==> src/rtl/spi_dac_receiver_if.sv <==
// SPI slave receiver bus: serial inputs from the link master plus the
// deserialised word, strobes and status seen by the consumer.
interface spi_dac_receiver_if #(
    parameter int DATA_WIDTH = 8,
    parameter int CNT_WIDTH  = 16
);
    logic                  spi_clk;
    logic                  spi_mosi;
    logic                  spi_ss;
    logic [DATA_WIDTH-1:0] data_out;
    logic                  data_valid;
    logic                  frame_error;
    logic [CNT_WIDTH-1:0]  frame_count;
    logic                  busy;
    logic [1:0]            debug_state;

    // data_valid is a one-cycle strobe with no backpressure: the consumer must
    // take data_out in that cycle or rely on data_out holding until the next word.
    modport master (
        output spi_clk, spi_mosi, spi_ss,
        input  data_out, data_valid, frame_error, frame_count, busy, debug_state
    );

    modport slave (
        input  spi_clk, spi_mosi, spi_ss,
        output data_out, data_valid, frame_error, frame_count, busy, debug_state
    );
endinterface

==> src/rtl/spi_dac_receiver.sv <==
// Oversampling SPI mode-0 slave: synchronises the link, deserialises MSB-first
// frames and reports good words, malformed frames and stalled frames.
module spi_dac_receiver #(
    parameter int DATA_WIDTH     = 8,
    parameter int TIMEOUT_CYCLES = 4096,
    parameter int CNT_WIDTH      = 16
) (
    input  logic               clk,
    input  logic               reset,
    spi_dac_receiver_if.slave  bus
);
    typedef enum logic [1:0] {
        IDLE  = 2'd0,
        SHIFT = 2'd1,
        OVER  = 2'd2,
        ABORT = 2'd3
    } state_t;

    localparam int BW = $clog2(DATA_WIDTH + 1);
    localparam int TW = (TIMEOUT_CYCLES > 2) ? $clog2(TIMEOUT_CYCLES) : 1;
    localparam logic [BW-1:0] BITS_FULL = BW'(DATA_WIDTH);
    localparam logic [TW-1:0] TMO_LAST  = TW'(TIMEOUT_CYCLES - 1);

    logic sclk_s1, sclk_s2, sclk_q;
    logic ss_s1, ss_s2, ss_q;
    logic mosi_s1, mosi_s2, mosi_q;
    logic sclk_rise, ss_rise, ss_fall;
    logic [1:0] settle;
    logic armed;

    state_t                state;
    logic [BW-1:0]         bit_cnt;
    logic [DATA_WIDTH-1:0] shift_reg;
    logic [TW-1:0]         tmo_cnt;
    logic [DATA_WIDTH-1:0] data_out_r;
    logic                  data_valid_r;
    logic                  frame_error_r;
    logic [CNT_WIDTH-1:0]  frame_count_r;

    // Edge pulses are registered, so mosi_q is delayed alongside them and is
    // the bit value present when the sclk rise was detected.
    always_ff @(posedge clk or posedge reset) begin
        if (reset) begin
            sclk_s1   <= 1'b0;
            sclk_s2   <= 1'b0;
            sclk_q    <= 1'b0;
            ss_s1     <= 1'b1;
            ss_s2     <= 1'b1;
            ss_q      <= 1'b1;
            mosi_s1   <= 1'b0;
            mosi_s2   <= 1'b0;
            mosi_q    <= 1'b0;
            sclk_rise <= 1'b0;
            ss_rise   <= 1'b0;
            ss_fall   <= 1'b0;
        end else begin
            sclk_s1   <= bus.spi_clk;
            sclk_s2   <= sclk_s1;
            sclk_q    <= sclk_s2;
            ss_s1     <= bus.spi_ss;
            ss_s2     <= ss_s1;
            ss_q      <= ss_s2;
            mosi_s1   <= bus.spi_mosi;
            mosi_s2   <= mosi_s1;
            mosi_q    <= mosi_s2;
            sclk_rise <= sclk_s2 & ~sclk_q;
            ss_rise   <= ss_s2 & ~ss_q;
            ss_fall   <= ~ss_s2 & ss_q;
        end
    end

    // The synchronisers reset to ss high, so a select already low at reset
    // release would look like a fresh falling edge. Frames are accepted only
    // once the pipeline has flushed and ss has been seen high.
    always_ff @(posedge clk or posedge reset) begin
        if (reset) begin
            settle <= 2'd0;
            armed  <= 1'b0;
        end else begin
            if (settle != 2'd3) settle <= settle + 2'd1;
            if (settle == 2'd3 && ss_q) armed <= 1'b1;
        end
    end

    always_ff @(posedge clk or posedge reset) begin
        if (reset) begin
            state         <= IDLE;
            bit_cnt       <= '0;
            shift_reg     <= '0;
            tmo_cnt       <= '0;
            data_out_r    <= '0;
            data_valid_r  <= 1'b0;
            frame_error_r <= 1'b0;
            frame_count_r <= '0;
        end else begin
            data_valid_r  <= 1'b0;
            frame_error_r <= 1'b0;
            case (state)
                IDLE: begin
                    if (ss_fall && armed) begin
                        state     <= SHIFT;
                        bit_cnt   <= '0;
                        shift_reg <= '0;
                        tmo_cnt   <= '0;
                    end
                end
                SHIFT: begin
                    if (ss_rise) begin
                        state <= IDLE;
                        if (bit_cnt == BITS_FULL) begin
                            data_out_r    <= shift_reg;
                            data_valid_r  <= 1'b1;
                            frame_count_r <= frame_count_r + 1'b1;
                        end else begin
                            frame_error_r <= 1'b1;
                        end
                    end else if (sclk_rise) begin
                        tmo_cnt <= '0;
                        if (bit_cnt == BITS_FULL) begin
                            state <= OVER;
                        end else begin
                            shift_reg <= {shift_reg[DATA_WIDTH-2:0], mosi_q};
                            bit_cnt   <= bit_cnt + 1'b1;
                        end
                    end else if (tmo_cnt == TMO_LAST) begin
                        state         <= ABORT;
                        frame_error_r <= 1'b1;
                    end else begin
                        tmo_cnt <= tmo_cnt + 1'b1;
                    end
                end
                OVER: begin
                    if (ss_rise) begin
                        state         <= IDLE;
                        frame_error_r <= 1'b1;
                    end else if (sclk_rise) begin
                        tmo_cnt <= '0;
                    end else if (tmo_cnt == TMO_LAST) begin
                        state         <= ABORT;
                        frame_error_r <= 1'b1;
                    end else begin
                        tmo_cnt <= tmo_cnt + 1'b1;
                    end
                end
                ABORT: begin
                    if (ss_rise) state <= IDLE;
                end
                default: state <= IDLE;
            endcase
        end
    end

    assign bus.data_out    = data_out_r;
    assign bus.data_valid  = data_valid_r;
    assign bus.frame_error = frame_error_r;
    assign bus.frame_count = frame_count_r;
    assign bus.busy        = (state == SHIFT) || (state == OVER);
    assign bus.debug_state = state;
endmodule

==> src/flat_wrapper.sv <==
// flat-port wrapper written by rule: the top's interface ports become plain ports
module spi_dac_receiver_flat 
#(
    parameter int DATA_WIDTH     = 8,
    parameter int TIMEOUT_CYCLES = 4096,
    parameter int CNT_WIDTH      = 16
)
  (clk, reset, bus_spi_clk, bus_spi_mosi, bus_spi_ss, bus_data_out, bus_data_valid, bus_frame_error, bus_frame_count, bus_busy, bus_debug_state);
  spi_dac_receiver_if #(.DATA_WIDTH(DATA_WIDTH), .CNT_WIDTH(CNT_WIDTH)) bus_i ();
  input  logic clk;
  input  logic reset;
  input wire logic [$bits(bus_i.spi_clk)-1:0] bus_spi_clk;
  input wire logic [$bits(bus_i.spi_mosi)-1:0] bus_spi_mosi;
  input wire logic [$bits(bus_i.spi_ss)-1:0] bus_spi_ss;
  output wire logic [$bits(bus_i.data_out)-1:0] bus_data_out;
  output wire logic [$bits(bus_i.data_valid)-1:0] bus_data_valid;
  output wire logic [$bits(bus_i.frame_error)-1:0] bus_frame_error;
  output wire logic [$bits(bus_i.frame_count)-1:0] bus_frame_count;
  output wire logic [$bits(bus_i.busy)-1:0] bus_busy;
  output wire logic [$bits(bus_i.debug_state)-1:0] bus_debug_state;
  assign bus_i.spi_clk = bus_spi_clk;
  assign bus_i.spi_mosi = bus_spi_mosi;
  assign bus_i.spi_ss = bus_spi_ss;
  assign bus_data_out = bus_i.data_out;
  assign bus_data_valid = bus_i.data_valid;
  assign bus_frame_error = bus_i.frame_error;
  assign bus_frame_count = bus_i.frame_count;
  assign bus_busy = bus_i.busy;
  assign bus_debug_state = bus_i.debug_state;
  spi_dac_receiver #(.DATA_WIDTH(DATA_WIDTH), .TIMEOUT_CYCLES(TIMEOUT_CYCLES), .CNT_WIDTH(CNT_WIDTH)) u_core (.clk(clk), .reset(reset), .bus(bus_i));
endmodule
==> config.mk <==
export PLATFORM = sky130hd
export DESIGN_NAME = spi_dac_receiver_flat
export DESIGN_NICKNAME = d
export VERILOG_FILES = /design/src/rtl/spi_dac_receiver_if.sv /design/src/rtl/spi_dac_receiver.sv /design/src/flat_wrapper.sv
export SDC_FILE = /design/constraint.sdc
export NUM_CORES = 1
export LEC_CHECK = 0
export ABC_AREA = 1
export CAP_MARGIN = 20
export CORE_UTILIZATION = 57
export DETAILED_ROUTE_END_ITERATION = 16
export PLACE_DENSITY = 0.8
export SETUP_SLACK_MARGIN = 0.2
export SYNTH_ARGS = -nofsm -noshare
export SYNTH_HDL_FRONTEND = slang
export SYNTH_SLANG_ARGS = --single-unit
==> constraint.sdc <==
create_clock -name clk -period 2.4 [get_ports clk]
set_input_delay 0.48 -clock clk [delete_from_list [all_inputs] [get_ports clk]]
set_output_delay 0.48 -clock clk [all_outputs]
set_load 0.02 [all_outputs]
### After elaboration in Yosys (flattened, before gate mapping)

Cells that the tools add are included.

* input bits: 5
* register bits: 67
* output and inout bits: 29
* logic and storage cells: 92

* equality and inequality tests: 16
* reduce and logical (&&, ||, !) cells: 11
* bitwise logic cells: 6
* muxes and demuxes: 33
* add/subtract/negate cells: 4

Operators with widths (count)
* 12-bit two-way mux: 4
* 8-bit two-way mux: 4
* 12-bit case mux with 2 select lines: 1
* 16-bit by 1-bit adder with 16-bit output, second input constant: 1
* 2-bit two-way mux: 8
* 4-bit two-way mux: 4
* 8-bit case mux with 2 select lines: 1
* 12-bit by 1-bit adder with 12-bit output, second input constant: 1
* 12-bit == test, second input constant: 1
* 1-bit two-way mux: 8
* 2-bit inequality test, second input constant: 4
* 2-bit case mux with 4 select lines: 1
* 4-bit case mux with 2 select lines: 1
* 4-bit AND reduction: 2
* 2-bit == test, second input constant: 3
* 2-bit by 1-bit inequality test with 1-bit output, second input constant: 3
* 5-bit AND reduction: 1
* 4-bit by 1-bit adder with 4-bit output, second input constant: 1
* 4-bit == test, second input constant: 1
* 4-bit inequality test, second input constant: 1
* 2-bit nonzero test: 2
* 1-bit AND: 3
* 3-bit by 2-bit inequality test with 1-bit output, second input constant: 1
* 3-bit inequality test, second input constant: 1
* 9 further kinds: 12

### Depth between registers and ports, before layout

Gate-level depths: netlist (run 1).

* depth in word-level cells: 5
* gate-level depth with buffers: 11
* mapped depth without buffers: 11

### Worst setup path after synthesis (run 1)

No wires, ideal clock.

* kind: register to register
* from: reg u_core.state[0] (netlist: u_core.bus.debug_state[0])
* to: reg u_core.tmo_cnt[7]
* setup slack: 0.400 ns
* cell stages (with the launch flop): 11
* path buffers: 2
* period minus slack after synthesis: 2.000 ns
* data arrival time: 1.926 ns
* data required time: 2.326 ns
* setup time: 0.074 ns
* cell sequence: dfrtp_1 inv_1 ha_1 buf_4 inv_2 nor2_2 nand4_4 nand3_4 buf_12 nand2_1 o21ai_2

* longest elaborated chain between the ends: 4
* elaborated cells on any way between the ends: 10
* classes of those cells: eq/ne (5); mux (1); reduce/logical (4)

RTL lines
* start: declaration: line spi_dac_receiver.sv:31 `state_t state;`
* start signal: assignment: line spi_dac_receiver.sv:87 `state <= IDLE;`
* start signal: assignment: line spi_dac_receiver.sv:101 `state <= SHIFT;`
* start signal: assignment: line spi_dac_receiver.sv:109 `state <= IDLE;`
* 2-bit == test or 2-bit by 1-bit == test with 1-bit output (tied branches): line spi_dac_receiver.sv:98 `case (state)`
* 2-bit OR reduction (no line)
* 3-bit by 2-bit inequality test with 1-bit output (no line), or another cell as far along
* 4-bit AND reduction (no line)
* end signal: assignment: line spi_dac_receiver.sv:129 `tmo_cnt <= tmo_cnt + 1'b1;`
* end signal: assignment: line spi_dac_receiver.sv:142 `tmo_cnt <= tmo_cnt + 1'b1;`
* end: declaration: line spi_dac_receiver.sv:34 `logic [TW-1:0] tmo_cnt;`

Parallel ways exist; a longest one is shown, timed or not.
A chain may end at the register's enable or synchronous reset.

### Worst setup path in the final report (run 1)

* from: reg u_core.state[0] (netlist: u_core.bus.debug_state[0])
* to: out bus_busy

* longest elaborated chain between the ends: 2
* elaborated cells on any way between the ends: 3
* classes of those cells: eq/ne (2); reduce/logical (1)

RTL lines
* 2-bit by 1-bit == test with 1-bit output or 2-bit == test (tied branches): line spi_dac_receiver.sv:157 `assign bus.busy = (state == SHIFT) || (state == OVER);`
* 1-bit logical OR (*): line spi_dac_receiver.sv:157
* end: declaration: line flat_wrapper.sv:19 `output wire logic [$bits(bus_i.busy)-1:0] bus_busy;`

Mark *: on every way between the ends. The rest lies on a longest branch, timed or not.

==> results.sh, run 1 <==
export IMPL_outcome="finished, final reports clean"
export IMPL_design_area_mm2=0.00397
export IMPL_yosysUniqueCellTypes=36
export IMPL_drtPass1Iterations=4
export IMPL_holdPathStages=0
export IMPL_grtUsageTotal_pct=22.1
export IMPL_die_h_um=79.4
export IMPL_ff_latch_area_mm2=0.00168
export IMPL_dpl_cell_count=489
export IMPL_overflow=0
export IMPL_cp_depth=3
export IMPL_grt_pass1_vias=2498
export IMPL_worst_path_buf_inv=2
export IMPL_synth_avg_cell_area_um2=8.75
export IMPL_rr_endpoint="u_core.tmo_cnt[10]"
export IMPL_setup_viol=0
export IMPL_hold_path_startpoint="u_core.sclk_s1"
export IMPL_period_share_pct=85.7
export IMPL_fin_nets=445
export IMPL_cp_top_family="flip-flops"
export IMPL_slew_headroom_pct=68.0
export IMPL_crit_fanout=6
export IMPL_dp_slack_ns=0.306
export IMPL_instances_no_fill=506
export IMPL_whs_ns=0.351
export IMPL_synth_fp_nets=406
export IMPL_power_density_mw_per_mm2=751
export IMPL_layout_commonest_cell="nand2_1"
export IMPL_grt_pass1_wl_mm=10.7
export IMPL_drc=0
export IMPL_largest_register_ffs=16
export IMPL_cts_setup_buffers=0
export IMPL_critPathSlowestCell="dfrtp_1"
export IMPL_seq_area_frac_synth_pct=49.2
export IMPL_worst_r2r_cell_count=10
export IMPL_io_pins=34
export IMPL_grt_setup_unrepaired="no"
export IMPL_via_per_inst=5.35
export IMPL_r2r_start="u_core.bus.debug_state[0]"
export IMPL_start_util_pct=60.5
export IMPL_cts_buffers=9
export IMPL_cts_hold_buf=0
export IMPL_wl_per_cell_um=12.5
export IMPL_cts_root_buffer="clkbuf_8"
export IMPL_critPathCaptureType="output port"
export IMPL_layout_common_cells="121 x nand2_1, 64 x dfrtp_1, 32 x nor2_1, 32 x clkdlybuf4s50_1, 31 x inv_1"
export IMPL_drt_initial_drc_count=199
export IMPL_arrival_ns=1.58
export IMPL_final_layout_size_suffix_gt1_share_pct=13.4
export IMPL_path_clk_slew_ns=0.07
export IMPL_cp_cell_sequence="inv_1 > ha_1 > dlygate4sd2_1"
export IMPL_setup_ws_ns=0.342
export IMPL_clk_latency_ns=0.35
export IMPL_critPathKind="flip-flop to output port"
export IMPL_worstMarginPinSlew_ns=0.479
export IMPL_power_mw=2.99
export IMPL_crit_required_ns=1.92
export IMPL_ys_ff_latch=67
export IMPL_clock_sinks=67
export IMPL_antenna_cells=0
export IMPL_place_area_mm2=0.00378
export IMPL_fin_util_pct=70.4
export IMPL_ctsLongestPathBuffers=2
export IMPL_via_count=2709
export IMPL_multi_input_area_mm2=0.00152
export IMPL_row_count=27
export IMPL_critPathLaunchType="flip-flop"
export IMPL_tritoncts="done"
export IMPL_wirelength_mm=6.31
export IMPL_dieArea_mm2=0.00630
export IMPL_hp_class="flip-flop to flip-flop"
export IMPL_maxSlewViolCount=0
export IMPL_die_w_um=79.4
export IMPL_finalCriticalPeriod_ns=2.06
export IMPL_p_leak_nw=1.83
export IMPL_clock_skew_final_ns=0.0101
export IMPL_setup_tns_ns=0
export IMPL_syn_cell_area_mm2=0.00341
export IMPL_postRouteAntennaNets=0
export IMPL_area_growth_pct=16.5
export IMPL_port_buffers=33
export IMPL_dp_hpwl_mm=4.23
export IMPL_yosysWarningCount=0
export IMPL_syn_inst=390
export IMPL_whs_endpoint="u_core.sclk_s2"
export IMPL_peakVddDrop_mv=0.564
export IMPL_antenna_found_initial=0
export IMPL_slowest_delay_ns=0.46
export IMPL_fillers=419
export IMPL_routabilityCongestion=0.839
export IMPL_grt_max_degree=68
export IMPL_core_area_mm2=0.00564
export IMPL_r2r_slack_ns=0.39
export IMPL_hold_viol_final=0
export IMPL_h_tree_depth=3
export IMPL_fmax_mhz=486
export IMPL_maxCapViolations=0
## final cells by class
cell class,instances,share of cell area [%]
flip-flops and latches,67,42.3
multi-input cells,278,38.2
repair buffers,38,9.54
inverters,35,3.31
clock buffers,9,3.12
well taps,72,2.27
clock inverters,7,1.32
## cell usage after synthesis (all sizes together)
cell type | n | area [µm²]
nand2 | 127 | 492
dfrtp | 64 | 1600
nor2 | 39 | 189
inv | 35 | 131
o21ai | 27 | 169
nand3 | 24 | 145
nand4 | 15 | 109
ha | 11 | 138
xor2 | 9 | 78.8
buf | 8 | 88.8
a21oi | 6 | 30.0
xnor2 | 5 | 43.8
a21o | 3 | 23.8
clkbuf | 3 | 12.5
dfstp | 3 | 78.8
nand3b | 3 | 22.5
nor3 | 3 | 20.0
mux2 | 1 | 11.3
o211ai | 1 | 7.51
o21bai | 1 | 7.51
o22ai | 1 | 6.26
or2 | 1 | 6.26
## power by group
part,internal (mW),switching (mW)
logic,0.269,0.550
clock network,0.381,0.462
registers,1.23,0.0970
## per-layer routing
metal  vias to the layer above  global-route usage [%]  part of all wire [%]
li1                       1329                       -                     -
met1                      1298                    27.6                    46
met2                        71                    36.2                    48
met3                        11                    4.00                   3.8
met4                         0                    12.2                   2.1
met5                         -                       0                     0
## timing repair
item / CTS / global route
setup endpoints to repair: 1 / 6
gates cloned: 0 / 1
gates resized for setup: 1 / 1
## logic make-up (layout without fill, tap and decap cells)
group	Yosys count	count (layout)	share of synthesized area (%)
simple gates	212	213	28.8
fa+ha+maj	11	11	4.03
mux	1	1	0.330
compound gates	39	39	7.15
buf+inv	46	89	6.82
flops	67	67	49.2
xor+xnor	14	14	3.59
## worst max path at each step
stage / from / endpoint / slack [ns]
after floorplan: reset / u_core.armed / 0.24
after global placement: u_core.bus.debug_state[0] / u_core.tmo_cnt[11] / 0.44
after detailed placement: u_core.bus.debug_state[0] / u_core.tmo_cnt[10] / 0.31
after CTS: u_core.bus.debug_state[0] / u_core.tmo_cnt[10] / 0.30
after global routing: u_core.bus.debug_state[0] / u_core.tmo_cnt[11] / 0.22
final: u_core.bus.debug_state[0] / bus_busy / 0.34
Power figures use the tool's default switching activity.
==> inputs of run 2 (changes only) <==
Settings changed: CAP_MARGIN 20 to 10, PLACE_DENSITY 0.8 to 0.84.
==> run 2 against run 1 <==
Against the previous run: cell count is the same; non-clock buffer count is the same; hold slack gained 0.0079 ns; critical endpoint unchanged; largest power group unchanged.
==> results.sh, run 2 (synthesis gave the netlist of run 1 again) <==
export IMPL_wirelength_mm=6.43
export IMPL_drt_initial_drc_count=161
export IMPL_fmax_mhz=491
export IMPL_critPathLaunchType="flip-flop"
export IMPL_tritoncts="done"
export IMPL_slew_headroom_pct=69.7
export IMPL_grt_max_degree=68
export IMPL_period_share_pct=84.8
export IMPL_r2r_start="u_core.bus.debug_state[0]"
export IMPL_outcome="finished, final reports clean"
export IMPL_start_util_pct=60.5
export IMPL_die_w_um=79.4
export IMPL_row_count=27
export IMPL_r2r_slack_ns=0.39
export IMPL_power_density_mw_per_mm2=774
export IMPL_cts_setup_buffers=0
export IMPL_setup_viol=0
export IMPL_dp_hpwl_mm=4.36
export IMPL_layout_common_cells="121 x nand2_1, 64 x dfrtp_1, 32 x nor2_1, 32 x clkdlybuf4s50_1, 31 x inv_1"
export IMPL_clock_skew_final_ns=0.00830
export IMPL_crit_fanout=6
export IMPL_antenna_found_initial=0
export IMPL_overflow=0
export IMPL_peakVddDrop_mv=0.658
export IMPL_largest_register_ffs=16
export IMPL_core_area_mm2=0.00564
export IMPL_fin_util_pct=70.7
export IMPL_io_pins=34
export IMPL_rr_endpoint="u_core.tmo_cnt[8]"
export IMPL_cp_cell_sequence="inv_1 > ha_1 > dlygate4sd2_1"
export IMPL_fin_nets=445
export IMPL_grt_pass1_wl_mm=11.1
export IMPL_ctsLongestPathBuffers=2
export IMPL_setup_ws_ns=0.364
export IMPL_maxSlewViolCount=0
export IMPL_die_h_um=79.4
export IMPL_clock_sinks=67
export IMPL_critPathKind="flip-flop to output port"
export IMPL_cts_root_buffer="clkbuf_8"
export IMPL_h_tree_depth=3
export IMPL_drc=0
export IMPL_worstMarginPinSlew_ns=0.453
export IMPL_whs_endpoint="u_core.mosi_s2"
export IMPL_critPathCaptureType="output port"
export IMPL_final_layout_size_suffix_gt1_share_pct=13.4
export IMPL_worst_r2r_cell_count=8
export IMPL_fillers=406
export IMPL_holdPathStages=0
export IMPL_path_clk_slew_ns=0.08
export IMPL_drtPass1Iterations=4
export IMPL_port_buffers=33
export IMPL_crit_required_ns=1.92
export IMPL_dieArea_mm2=0.00630
export IMPL_p_leak_nw=1.84
export IMPL_via_count=2724
export IMPL_wl_per_cell_um=12.7
export IMPL_clk_latency_ns=0.35
export IMPL_cts_buffers=9
export IMPL_via_per_inst=5.38
export IMPL_finalCriticalPeriod_ns=2.04
export IMPL_slowest_delay_ns=0.44
export IMPL_area_growth_pct=17.0
export IMPL_critPathSlowestCell="dfrtp_1"
export IMPL_maxCapViolations=0
export IMPL_hold_viol_final=0
export IMPL_place_area_mm2=0.00378
export IMPL_antenna_cells=0
export IMPL_hold_path_startpoint="u_core.mosi_s1"
export IMPL_grt_setup_unrepaired="no"
export IMPL_layout_commonest_cell="nand2_1"
export IMPL_hp_class="flip-flop to flip-flop"
export IMPL_arrival_ns=1.56
export IMPL_routabilityCongestion=0.810
export IMPL_setup_tns_ns=0
export IMPL_design_area_mm2=0.00399
export IMPL_postRouteAntennaNets=0
export IMPL_grt_pass1_vias=2612
export IMPL_grtUsageTotal_pct=23.0
export IMPL_dp_slack_ns=0.361
## run 2: layer usage
layer	vias to the layer above	share of wire (%)	track usage (%)
met2	59	50	38.9
met5	-	0	0
met1	1320	43	27.7
li1	1330	-	-
met4	0	2.2	10.7
met3	15	4.1	5.37
## run 2: report_power, final
| group | switching (mW) | internal, mW | total, mW |
|---|---|---|---|
| Combinational | 0.547 | 0.263 | 0.810 |
| Sequential | 0.102 | 1.23 | 1.33 |
| Clock | 0.443 | 0.508 | 0.950 |
## run 2: how the worst max path moves through the flow
stage,depth (start not counted),start,slack (ns),endpoint
floorplan,1,reset,0.24,u_core.armed
global placement,10,u_core.bus.debug_state[0],0.47,u_core.tmo_cnt[10]
detailed placement,10,u_core.bus.debug_state[1],0.36,u_core.tmo_cnt[11]
CTS,10,u_core.bus.debug_state[0],0.33,u_core.tmo_cnt[11]
global route,7,u_core.bus.debug_state[1],0.24,u_core.shift_reg[5]
finish,3,u_core.bus.debug_state[0],0.36,bus_busy
## run 2: final cells by class
type,instances,area (µm²),share of cell area [%]
Timing Repair Buffer,38,379,9.50
Clock buffer,10,138,3.45
Sequential cell,67,1680,42.1
Inverter,35,131,3.29
Multi-Input combinational cell,278,1510,37.8
Clock inverter,6,63.8,1.60
Tap cell,72,90.1,2.26
## run 2: worst max-delay path, delay by kind of cell (launching register included)
family	cells	cell delay, ns
buf+inv	2	0.46
flops	1	0.44
fa+ha+maj	1	0.32
## run 2: timing repair
| item | 4_1_cts | 5_1_grt |
|---|---|---|
| hold buffers | 0 | 0 |
| gates cloned | 0 | 1 |
| endpoints found under the setup margin | 1 | 1 |
| resized for setup | 1 | 0 |
| pin swaps | 0 | 0 |
## run 2: stage by stage
stage,hold slack [ns],instances,power [mW]
2_1_floorplan,0.331,390,2.02
3_3_place_gp,0.334,489,2.11
3_5_place_dp,0.343,489,2.14
4_1_cts,0.360,505,3.09
5_1_grt,0.361,506,3.26
6_report,0.359,506,3.09
==> inputs of run 3 (changes only) <==
Clock period 2.4 ns to 2.1 ns, I/O delays scaled along.
==> run 3 against run 2 <==
Against the previous run: global-route usage increased by 1.6 points; flip-flop and latch count did not move; sequential share of layout area decreased by 0.92 points; utilization grew 1.7 points; worst setup slack worse by 0.12 ns; combinational power rose by 25%; die area unchanged; clock skew grew 0.0030 ns; non-clock buffer count up 5; count of clock-buffer cells in the layout down 1; critical path type unchanged; first-iteration DRC count increased by 28%; critical endpoint is now bus_frame_count[1]; clock power grew 36%.
==> results.sh, run 3 (synthesis gave the netlist of run 1 again) <==
export IMPL_fin_nets=450
export IMPL_setup_viol=0
export IMPL_ctsLongestPathBuffers=2
export IMPL_setup_tns_ns=0
export IMPL_finalCriticalPeriod_ns=1.86
export IMPL_maxSlewViolCount=0
export IMPL_outcome="finished, final reports clean"
export IMPL_antenna_found_initial=0
export IMPL_row_count=27
export IMPL_via_count=2790
export IMPL_worst_path_buf_inv=1
export IMPL_drc=0
export IMPL_fillers=396
export IMPL_power_density_mw_per_mm2=933
export IMPL_layout_commonest_cell="nand2_1"
export IMPL_hold_viol_final=0
export IMPL_dp_hpwl_mm=4.68
export IMPL_maxCapViolations=0
export IMPL_wirelength_mm=7.09
export IMPL_drtPass1Iterations=4
export IMPL_cp_top_family="buffers and inverters"
export IMPL_clk_latency_ns=0.35
export IMPL_core_area_mm2=0.00564
export IMPL_place_area_mm2=0.00380
export IMPL_cp_cell_sequence="clkdlybuf4s50_1"
export IMPL_design_area_mm2=0.00409
export IMPL_tritoncts="done"
export IMPL_area_growth_pct=19.8
export IMPL_layout_common_cells="121 x nand2_1, 62 x dfrtp_1, 32 x nor2_1"
export IMPL_peakVddDrop_mv=0.675
export IMPL_cts_buffers=9
export IMPL_dpl_cell_count=492
export IMPL_p_leak_nw=1.97
export IMPL_grtUsageTotal_pct=24.6
export IMPL_clock_skew_final_ns=0.0113
export IMPL_grt_pass1_wl_mm=11.7
export IMPL_h_tree_depth=3
export IMPL_io_pins=34
export IMPL_die_h_um=79.4
export IMPL_drt_initial_drc_count=206
export IMPL_final_layout_size_suffix_gt1_share_pct=15.7
export IMPL_grt_util_met2_pct=41.3
export IMPL_slew_headroom_pct=68.1
export IMPL_grt_pass1_vias=2727
export IMPL_crit_fanout=5
export IMPL_start_util_pct=60.5
export IMPL_critPathKind="flip-flop to output port"
export IMPL_die_w_um=79.4
export IMPL_fmax_mhz=538
export IMPL_arrival_ns=1.44
export IMPL_critPathLaunchType="flip-flop"
export IMPL_grt_max_degree=23
export IMPL_largest_register_ffs=16
export IMPL_grt_setup_unrepaired="no"
export IMPL_dieArea_mm2=0.00630
export IMPL_path_clk_slew_ns=0.07
export IMPL_use_met1_pct=27.9
export IMPL_overflow=0
export IMPL_clock_sinks=67
export IMPL_critPathCaptureType="output port"
export IMPL_grt_busiest_layer="met2"
export IMPL_critPathSlowestCell="clkdlybuf4s50_1"
export IMPL_period_share_pct=88.5
export IMPL_worstMarginPinSlew_ns=0.476
export IMPL_grtUsageMet3_pct=5.03
export IMPL_slowest_delay_ns=0.64
export IMPL_routabilityCongestion=0.838
export IMPL_instances_no_fill=511
export IMPL_via_per_inst=5.46
export IMPL_crit_required_ns=1.68
export IMPL_antenna_cells=0
export IMPL_wl_per_cell_um=13.9
export IMPL_postRouteAntennaNets=0
export IMPL_port_buffers=33
export IMPL_hp_class="flip-flop to flip-flop"
export IMPL_cts_root_buffer="clkbuf_8"
==> run 3: metrics by stage <==
stage | worst slack, ns | utilization [%] | power [mW] | hold WS [ns]
after CTS | 0.202 | 71.6 | 3.77 | 0.357
after global placement | 0.253 | 67.4 | 2.42 | 0.336
after detailed placement | 0.207 | 67.4 | 2.47 | 0.340
after floorplan | 0.219 | - | 2.32 | 0.331
final | 0.242 | 72.4 | 3.81 | 0.355
after global routing | 0.212 | 72.4 | 4.00 | 0.358
==> run 3: timing repair <==
item	in CTS	in global routing
gates resized for setup	5	6
pin swaps	0	0
gates cloned	0	1
endpoints found under the setup margin	2	17
hold buffers	0	0
buffers inserted	0	2
==> run 3: final cells by class <==
| cell class | instances | area [µm²] | area share (%) |
|---|---|---|---|
| inverters | 35 | 135 | 3.31 |
| well taps | 72 | 90.1 | 2.20 |
| clock buffers | 9 | 124 | 3.03 |
| flip-flops and latches | 67 | 1680 | 41.2 |
| repair buffers | 43 | 419 | 10.3 |
| clock inverters | 7 | 116 | 2.85 |
| multi-input cells | 278 | 1520 | 37.2 |
==> run 3: worst paths after layout <==
path | end | depth (start not counted) | start | slack, ns
max in group asynchronous | u_core.ss_q | 3 | reset | 1.15
min in group asynchronous | u_core.bus.frame_count[13] | 2 | reset | 0.39
setup reg to reg | u_core.tmo_cnt[8] | 7 | u_core.bus.debug_state[0] | 0.33
hold / removal | u_core.mosi_s2 | 0 | u_core.mosi_s1 | 0.35
hold reg to reg | u_core.mosi_s2 | 0 | u_core.mosi_s1 | 0.35
setup / recovery | bus_frame_count[1] | 1 | u_core.bus.frame_count[1] | 0.24
==> run 3: power by group <==
group          switching, mW  internal [mW]  total, mW  leakage (nW)
Clock                  0.504          0.786       1.29         0.119
Sequential             0.108           1.41       1.51         0.883
Combinational          0.671          0.339       1.01         0.964
==> run 3: metal layers <==
layer,vias up,part of all wire (%)
li1,1342,-
met1,1339,42
met2,77,50
met3,32,4.1
met4,0,3.9
met5,-,0
